$ cat config.mk
export PLATFORM = sky130hd
export DESIGN_NAME = alu_mc
export DESIGN_NICKNAME = d
export VERILOG_FILES = /design/src/rtl/alu_mc_pkg.sv /design/src/rtl/alu_mc_iter.sv /design/src/rtl/alu_mc.sv
export SDC_FILE = /design/constraint.sdc
export NUM_CORES = 1
export LEC_CHECK = 0
export ABC_AREA = 1
export CAP_MARGIN = 10
export CORE_ASPECT_RATIO = 0.8
export CORE_MARGIN = 8
export CORE_UTILIZATION = 50
export CTS_CLUSTER_SIZE = 28
export DETAILED_ROUTE_END_ITERATION = 12
export HOLD_SLACK_MARGIN = 0.02
export PLACE_DENSITY = 0.79
export SYNTH_ARGS = -nofsm -noshare
export SYNTH_HDL_FRONTEND = slang
export SYNTH_HIERARCHICAL = 1
export SYNTH_SLANG_ARGS = --single-unit
$ cat constraint.sdc
create_clock -name clk -period 3.68 [get_ports clk]
set_input_delay 0.368 -clock clk [delete_from_list [all_inputs] [get_ports clk]]
set_output_delay 0.368 -clock clk [all_outputs]
set_load 0.02 [all_outputs]
$ cat src/rtl/alu_mc_pkg.sv
// Shared definitions for the multi-cycle ALU: opcodes, FSM states, flag bit positions.
package alu_mc_pkg;

  localparam logic [3:0] OP_ADD = 4'h0;
  localparam logic [3:0] OP_SUB = 4'h1;
  localparam logic [3:0] OP_AND = 4'h2;
  localparam logic [3:0] OP_OR  = 4'h3;
  localparam logic [3:0] OP_XOR = 4'h4;
  localparam logic [3:0] OP_NOT = 4'h5;
  localparam logic [3:0] OP_SHL = 4'h6;
  localparam logic [3:0] OP_SHR = 4'h7;
  localparam logic [3:0] OP_ASR = 4'h8;
  localparam logic [3:0] OP_ADC = 4'h9;
  localparam logic [3:0] OP_SBC = 4'hA;
  localparam logic [3:0] OP_MUL = 4'hB;
  localparam logic [3:0] OP_DIV = 4'hC;

  typedef enum logic [1:0] {
    ST_IDLE    = 2'd0,
    ST_EXEC_MC = 2'd1,
    ST_DONE    = 2'd2
  } state_t;

  localparam int FLAG_Z = 0;
  localparam int FLAG_C = 1;
  localparam int FLAG_N = 2;
  localparam int FLAG_V = 3;

endpackage

$ cat src/rtl/alu_mc_iter.sv
// Iterative engine for the multi-cycle ALU: shift-add unsigned multiplier, and a
// restoring unsigned divider when ALU_MC_DIV_EN is defined.
// The first iteration runs on the start cycle itself, so o_done is seen WIDTH-1
// cycles after i_start and the top can register the result one cycle later.
// {o_hi, o_lo} is the 2*WIDTH product; for divide o_lo is the quotient.
module alu_mc_iter
  import alu_mc_pkg::*;
#(
  parameter int WIDTH = 8
) (
  input  logic             clk,
  input  logic             rst,
  input  logic             i_start,
`ifdef ALU_MC_DIV_EN
  input  logic             i_div,
`endif
  input  logic [WIDTH-1:0] i_a,
  input  logic [WIDTH-1:0] i_b,
  output logic             o_done,
  output logic [WIDTH-1:0] o_hi,
  output logic [WIDTH-1:0] o_lo
);

  localparam int CNT_W = $clog2(WIDTH);

  logic             r_run;
  logic [CNT_W-1:0] r_cnt;
  logic [WIDTH-1:0] r_hi;
  logic [WIDTH-1:0] r_lo;
  logic [WIDTH-1:0] r_opnd;

  logic [WIDTH-1:0] w_hi;
  logic [WIDTH-1:0] w_lo;
  logic [WIDTH-1:0] w_opnd;
  logic [WIDTH:0]   w_sum;
  logic [WIDTH-1:0] w_nxt_hi;
  logic [WIDTH-1:0] w_nxt_lo;

  // On start the step operates on the fresh operands instead of the registers
  assign w_hi   = i_start ? '0  : r_hi;
  assign w_lo   = i_start ? i_a : r_lo;
  assign w_opnd = i_start ? i_b : r_opnd;

`ifdef ALU_MC_DIV_EN
  logic           r_div;
  logic           w_div;
  logic [WIDTH:0] w_trial;
  assign w_div = i_start ? i_div : r_div;
`endif

  // One iteration: add-and-shift-right for multiply, trial-subtract for divide
  always_comb begin
    w_sum    = {1'b0, w_hi} + (w_lo[0] ? {1'b0, w_opnd} : '0);
    w_nxt_hi = w_sum[WIDTH:1];
    w_nxt_lo = {w_sum[0], w_lo[WIDTH-1:1]};
`ifdef ALU_MC_DIV_EN
    w_trial = {w_hi, w_lo[WIDTH-1]} - {1'b0, w_opnd};
    if (w_div) begin
      if (!w_trial[WIDTH]) begin
        w_nxt_hi = w_trial[WIDTH-1:0];
        w_nxt_lo = {w_lo[WIDTH-2:0], 1'b1};
      end else begin
        w_nxt_hi = {w_hi[WIDTH-2:0], w_lo[WIDTH-1]};
        w_nxt_lo = {w_lo[WIDTH-2:0], 1'b0};
      end
    end
`endif
  end

  // Iteration down-counter and working registers; done at terminal count zero
  always_ff @(posedge clk) begin
    if (rst) begin
      r_run  <= 1'b0;
      r_cnt  <= '0;
      r_hi   <= '0;
      r_lo   <= '0;
      r_opnd <= '0;
`ifdef ALU_MC_DIV_EN
      r_div  <= 1'b0;
`endif
    end else if (i_start) begin
      r_run  <= 1'b1;
      r_cnt  <= CNT_W'(WIDTH - 1);
      r_hi   <= w_nxt_hi;
      r_lo   <= w_nxt_lo;
      r_opnd <= i_b;
`ifdef ALU_MC_DIV_EN
      r_div  <= i_div;
`endif
    end else if (r_run) begin
      if (r_cnt != '0) begin
        r_cnt <= r_cnt - 1'b1;
        r_hi  <= w_nxt_hi;
        r_lo  <= w_nxt_lo;
      end else begin
        r_run <= 1'b0;
      end
    end
  end

  assign o_done = r_run && (r_cnt == '0);
  assign o_hi   = r_hi;
  assign o_lo   = r_lo;

endmodule

$ cat src/rtl/alu_mc.sv
// Multi-cycle ALU with valid/ready on both sides, registered result and a
// persistent Z/C/N/V flag register. Optional divide under ALU_MC_DIV_EN.
//
// state      | meaning
// -----------+-----------------------------------------------------------
// ST_IDLE    | ready for a request; single-cycle ops resolve on accept
// ST_EXEC_MC | multiply/divide iterating in alu_mc_iter
// ST_DONE    | result and flags presented, held until out_ready
module alu_mc
  import alu_mc_pkg::*;
#(
  parameter int WIDTH = 8
) (
  input  logic             clk,
  input  logic             rst,
  input  logic             in_valid,
  output logic             in_ready,
  input  logic [3:0]       op,
  input  logic [WIDTH-1:0] a,
  input  logic [WIDTH-1:0] b,
  output logic             out_valid,
  input  logic             out_ready,
  output logic [WIDTH-1:0] result,
  output logic             flag_z,
  output logic             flag_c,
  output logic             flag_n,
  output logic             flag_v,
  output logic             busy
);

  localparam int SH_W = $clog2(WIDTH);

  state_t           r_state;
  logic [3:0]       r_op;
  logic [WIDTH-1:0] r_result;
  logic [3:0]       r_flags;
  logic             r_out_valid;

  logic             w_is_iter;
  logic             w_it_start;
  logic             w_it_done;
  logic [WIDTH-1:0] w_it_hi;
  logic [WIDTH-1:0] w_it_lo;
  logic             w_cin;
  logic [SH_W-1:0]  w_sh;
  logic [WIDTH:0]   w_add;
  logic [WIDTH:0]   w_sub;
  logic [WIDTH:0]   w_shl;
  logic [WIDTH:0]   w_shr;
  logic [WIDTH:0]   w_asr;
  logic [WIDTH-1:0] w_res;
  logic             w_c;
  logic             w_v;
  logic [3:0]       w_flags;

`ifdef ALU_MC_DIV_EN
  logic r_b_zero;
  assign w_is_iter = (op == OP_MUL) || (op == OP_DIV);
`else
  assign w_is_iter = (op == OP_MUL);
`endif

  assign w_it_start = (r_state == ST_IDLE) && in_valid && w_is_iter;

  alu_mc_iter #(.WIDTH(WIDTH)) u_iter (
    .clk     (clk),
    .rst     (rst),
    .i_start (w_it_start),
`ifdef ALU_MC_DIV_EN
    .i_div   (op == OP_DIV),
`endif
    .i_a     (a),
    .i_b     (b),
    .o_done  (w_it_done),
    .o_hi    (w_it_hi),
    .o_lo    (w_it_lo)
  );

  // Carry-chained ops pull in the stored C flag; the extra MSB is carry/borrow
  assign w_cin = ((op == OP_ADC) || (op == OP_SBC)) && r_flags[FLAG_C];
  assign w_sh  = b[SH_W-1:0];
  assign w_add = {1'b0, a} + {1'b0, b} + {{WIDTH{1'b0}}, w_cin};
  assign w_sub = {1'b0, a} - {1'b0, b} - {{WIDTH{1'b0}}, w_cin};
  // Guard bit on the far side of each shift catches the last bit shifted out
  assign w_shl = {1'b0, a} << w_sh;
  assign w_shr = {a, 1'b0} >> w_sh;
  assign w_asr = $signed({a, 1'b0}) >>> w_sh;

  // Next result and C/V: iterative result in EXEC_MC, otherwise from the live request
  always_comb begin
    w_res = '0;
    w_c   = 1'b0;
    w_v   = 1'b0;
    if (r_state == ST_EXEC_MC) begin
      case (r_op)
        OP_MUL: begin
          w_res = w_it_lo;
          w_c   = |w_it_hi;
        end
`ifdef ALU_MC_DIV_EN
        OP_DIV: begin
          w_res = w_it_lo;
          w_c   = r_b_zero;
        end
`endif
        default: ;
      endcase
    end else begin
      case (op)
        OP_ADD, OP_ADC: begin
          w_res = w_add[WIDTH-1:0];
          w_c   = w_add[WIDTH];
          w_v   = (a[WIDTH-1] == b[WIDTH-1]) && (w_add[WIDTH-1] != a[WIDTH-1]);
        end
        OP_SUB, OP_SBC: begin
          w_res = w_sub[WIDTH-1:0];
          w_c   = w_sub[WIDTH];
          w_v   = (a[WIDTH-1] != b[WIDTH-1]) && (w_sub[WIDTH-1] != a[WIDTH-1]);
        end
        OP_AND: w_res = a & b;
        OP_OR:  w_res = a | b;
        OP_XOR: w_res = a ^ b;
        OP_NOT: w_res = ~a;
        OP_SHL: begin
          w_res = w_shl[WIDTH-1:0];
          w_c   = w_shl[WIDTH];
        end
        OP_SHR: begin
          w_res = w_shr[WIDTH:1];
          w_c   = w_shr[0];
        end
        OP_ASR: begin
          w_res = w_asr[WIDTH:1];
          w_c   = w_asr[0];
        end
        default: ;
      endcase
    end
    w_flags         = '0;
    w_flags[FLAG_Z] = (w_res == '0);
    w_flags[FLAG_C] = w_c;
    w_flags[FLAG_N] = w_res[WIDTH-1];
    w_flags[FLAG_V] = w_v;
  end

  // Control FSM; result and flags are captured only on entry to DONE
  always_ff @(posedge clk) begin
    if (rst) begin
      r_state     <= ST_IDLE;
      r_op        <= OP_ADD;
      r_result    <= '0;
      r_flags     <= '0;
      r_out_valid <= 1'b0;
`ifdef ALU_MC_DIV_EN
      r_b_zero    <= 1'b0;
`endif
    end else begin
      case (r_state)
        ST_IDLE: begin
          if (in_valid) begin
            r_op <= op;
`ifdef ALU_MC_DIV_EN
            r_b_zero <= (b == '0);
`endif
            if (w_is_iter) begin
              r_state <= ST_EXEC_MC;
            end else begin
              r_state     <= ST_DONE;
              r_result    <= w_res;
              r_flags     <= w_flags;
              r_out_valid <= 1'b1;
            end
          end
        end
        ST_EXEC_MC: begin
          if (w_it_done) begin
            r_state     <= ST_DONE;
            r_result    <= w_res;
            r_flags     <= w_flags;
            r_out_valid <= 1'b1;
          end
        end
        ST_DONE: begin
          if (out_ready) begin
            r_state     <= ST_IDLE;
            r_out_valid <= 1'b0;
          end
        end
        default: r_state <= ST_IDLE;
      endcase
    end
  end

  assign in_ready  = (r_state == ST_IDLE);
  assign busy      = (r_state != ST_IDLE);
  assign out_valid = r_out_valid;
  assign result    = r_result;
  assign flag_z    = r_flags[FLAG_Z];
  assign flag_c    = r_flags[FLAG_C];
  assign flag_n    = r_flags[FLAG_N];
  assign flag_v    = r_flags[FLAG_V];

endmodule

==> metrics.md <==
| Metric | Value |
|---|---|
| Syn_area_per_cell | `6.009 sq um` |
| Global-route wire length before repair | `23970 um` |
| Initial Utilization | `51.75%` |
| Clock Root Buffer | `clkbuf_16` |
| Row count | `31` |
| Largest area contributor in the synthesized netlist | `dfxtp_1` |
| GPL Wtd Cong | `1.010` |
| WL final | `14700 um` |
| CP max stage cell | `fa_1` |
| Mapped cell area | `4717 sq um` |
| Die Y | `102.9 um` |
| Synth Flop Type | `dfxtp_1` |
| Sequential area share after synthesis | `19.52%` |
| Ys Warns | `6` |
| Drt first pass iters | `5` |
| Non-Filler Instances | `947` |
| Minimum clock period | `3.240 ns` |
| # IOs | `39` |
| TNS Setup | `0 ns` |
| CP startpoint kind | `input port` |
| Num CTS Buffers | `5` |
| Fill cells | `873` |
| Endpoints failing setup | `0` |
| Maximum vdd drop | `0.0002502 V` |
| Vias in the first global route | `4963` |
| Hold crit path type | `reg -> reg` |
| Yosys cell types | `38` |
| Outcome | `completed` |
| Syn Nets | `855` |
| Clock Tree Buf Depth | `2` |
| GRT Util Overall | `22.86%` |
| Most frequent cell after synthesis | `nand2_1` |
| Area delta synth->final | `15.46%` |
| Clock transition at path regs | `0.06 ns` |
| Initial antenna violation count | `0` |
| Worst Tran Pin Value | `0.7286 ns` |
| DRC Markers | `0` |
| Max Freq | `308.7 MHz` |
| Power per cell area | `291.4 nW/um^2` |
| CP delay by family, top | `simple AND/OR/NAND/NOR gates` |
| Slew headroom | `51.27%` |
| Leak | `2.723 nW` |
| Setup ws final | `0.4404 ns` |
| Critical path data required time | `3.88 ns` |
| Max FO, Critical Path | `5` |
| Flops & latches, synth | `46` |
| DR iter-0 viols | `484` |
| Setup Slack @ Placement | `0.07144 ns` |
| Insertion delay to the later sink of the worst-skew pair | `0.29 ns` |
| Grt ovf | `0` |
| Crit-path cells | `clkdlybuf4s50_1 -> inv_1 -> nor2_2 -> nand2_1 -> inv_1 -> o21ai_1 -> inv_1 -> fa_1 -> inv_1 -> ha_1 -> nor2_1 -> o21ai_0 -> nand2_1 -> nand3b_1 -> nand3_1 -> nand3_1 -> nand2_1 -> nand2_1 -> nor2_1 -> nand4_1 -> a21oi_1` |
| Final Util | `59.75%` |
| RSZ-0062 raised after global routing | `no` |
| CP Data Arrival Time | `3.44 ns` |
| Top cells by area, synth | `dfxtp_1, nand2_1, ha_1` |
| Setup CP Type | `in -> reg` |
| CP Buf/Inv Count | `5` |
| Max Cap Viol | `0` |
| Share of flip-flops with an asynchronous set or reset | `0%` |
| Via-to-Cell Ratio | `5.539` |
| DP HPWL | `11730 um` |
| Core Area | `9115 sq um` |
| DR WL/cell | `15.52 um` |
| Post-synth top cells | `nand2_1, inv_1, nor2_1` |
| Tcrit/Tclk final | `88.03%` |
| Antenna fix cells | `0` |
| Placed insts | `939` |
| Via count | `5245` |
| Share of cells above drive strength 1 | `6.731%` |
| Antenna-violating nets left | `0` |
| PortBufs | `38` |
| Final Hold Viols | `0` |
| CP max stage delay | `0.53 ns` |
| Max-slew violation count | `0` |
| Total Power | `1.587 mW` |
| Die W | `124.6 um` |
| Hold_buf cts | `0` |
| Die area | `12820 sq um` |
| CTS tree | `yes` |
| Fin nets | `901` |
| Cells after Synth | `785` |
| Worst setup EP type | `register` |
| Yosys top cell area share | `19.52%` |
| Skew final | `0.002606 ns` |
| # H-tree levels | `2` |
| Clk sink count | `46` |
| Largest net degree at the start of global routing | `26` |
| Number of synthesized flops with an enable pin | `0` |
-- flip-flops by register name (all words and copies together), names as in the netlist --
signal         flops
out_valid          1
r_flags            4
r_op               4
r_state            2
result             7
u_iter/o_hi        8
u_iter/o_lo        8
u_iter/r_cnt       3
u_iter/r_opnd      8
u_iter/r_run       1
-- worst reg2reg max path: cells and delay by family (launching register included) --
family | cells | cell delay, ns
and+or+nand+nor | 11 | 1.53
buffers and inverters | 1 | 0.04
muxes | 1 | 0.32
adders and majority gates | 2 | 0.66
DFF | 1 | 0.33
-- stage by stage --
stage | hold WS (ns) | area [sq um]
after global routing | 0.4984 | 5446
final | 0.4725 | 5446
after floorplan | 0.4410 | 4717
after detailed placement | 0.4688 | 5284
after CTS | 0.4772 | 5446
after global placement | 0.4529 | 5284
-- area by class of cell --
class                           count  area [sq um]  share of cell area, %
Tap cell                          115         143.9                  2.642
Clock buffer                        7         132.6                  2.435
Sequential cell                    46         920.9                  16.91
Inverter                          116         440.4                  8.086
Clock inverter                      1         30.03                 0.5513
Timing Repair Buffer               60         558.0                  10.25
Multi-Input combinational cell    602          3221                  59.13
-- power breakdown --
group	switching, mW	internal, mW	leakage [nW]
Sequential	0.0154	0.525	0.374
Clock	0.184	0.321	0.0781
Combinational	0.340	0.201	2.27
Total	0.540	1.05	2.72
-- cell usage in the layout, fill, tap and decap left out, drive strengths merged --
cell / Yosys / layout
a21boi: 1 / 1
clkbuf: 4 / 7
a221oi: 1 / 1
o21bai: 1 / 1
nor3: 7 / 7
bufinv: 0 / 1
or2: 6 / 6
nand4: 10 / 10
nand3b: 12 / 12
mux2i: 9 / 9
dfxtp: 46 / 46
nand2: 229 / 229
nor4: 2 / 2
a31oi: 9 / 9
a211oi: 2 / 2
ha: 41 / 41
a21oi: 32 / 32
xor2: 1 / 1
o21ai: 18 / 18
buf: 17 / 22
clkdlybuf4s50: 0 / 38
nor2: 109 / 109
o211ai: 7 / 7
inv: 116 / 116
xnor2: 3 / 3
o22ai: 1 / 1
nand3: 95 / 95
fa: 5 / 5
o31ai: 1 / 1
-- timing repair --
item	4_1_cts	5_1_grt
buffers inserted	0	0
gates resized for setup	0	1
setup endpoints to repair	0	2
-- kinds of logic (layout without fill, tap and decap cells) --
kind of cell | Yosys count | count (layout) | share of synthesized area [%]
fa+ha+maj | 46 | 46 | 13.00
mux | 9 | 9 | 1.910
buf+inv | 137 | 184 | 12.25
simple gates | 470 | 470 | 43.55
flops | 46 | 46 | 19.52
xor+xnor | 4 | 4 | 0.7428
compound gates | 73 | 73 | 9.019
-- worst paths after layout --
kind / from / end / slack (ns) / cells past startpoint
setup reg to reg: r_state[1] / u_iter/o_hi[5] / 0.71 / 15
hold reg to reg: out_valid / out_valid / 0.47 / 2
setup / recovery: op[1] / r_flags[0] / 0.44 / 21
hold / removal: out_valid / out_valid / 0.47 / 2
-- metal layers --
layer | vias to the layer above | wire (um) | GRT usage [%]
met5 | - | 0 | 0
met4 | 0 | 394 | 7.387
met3 | 31 | 1442 | 6.578
met2 | 250 | 6103 | 36.08
met1 | 2372 | 6759 | 29.55
li1 | 2592 | - | -
Power figures use the tool's default switching activity.
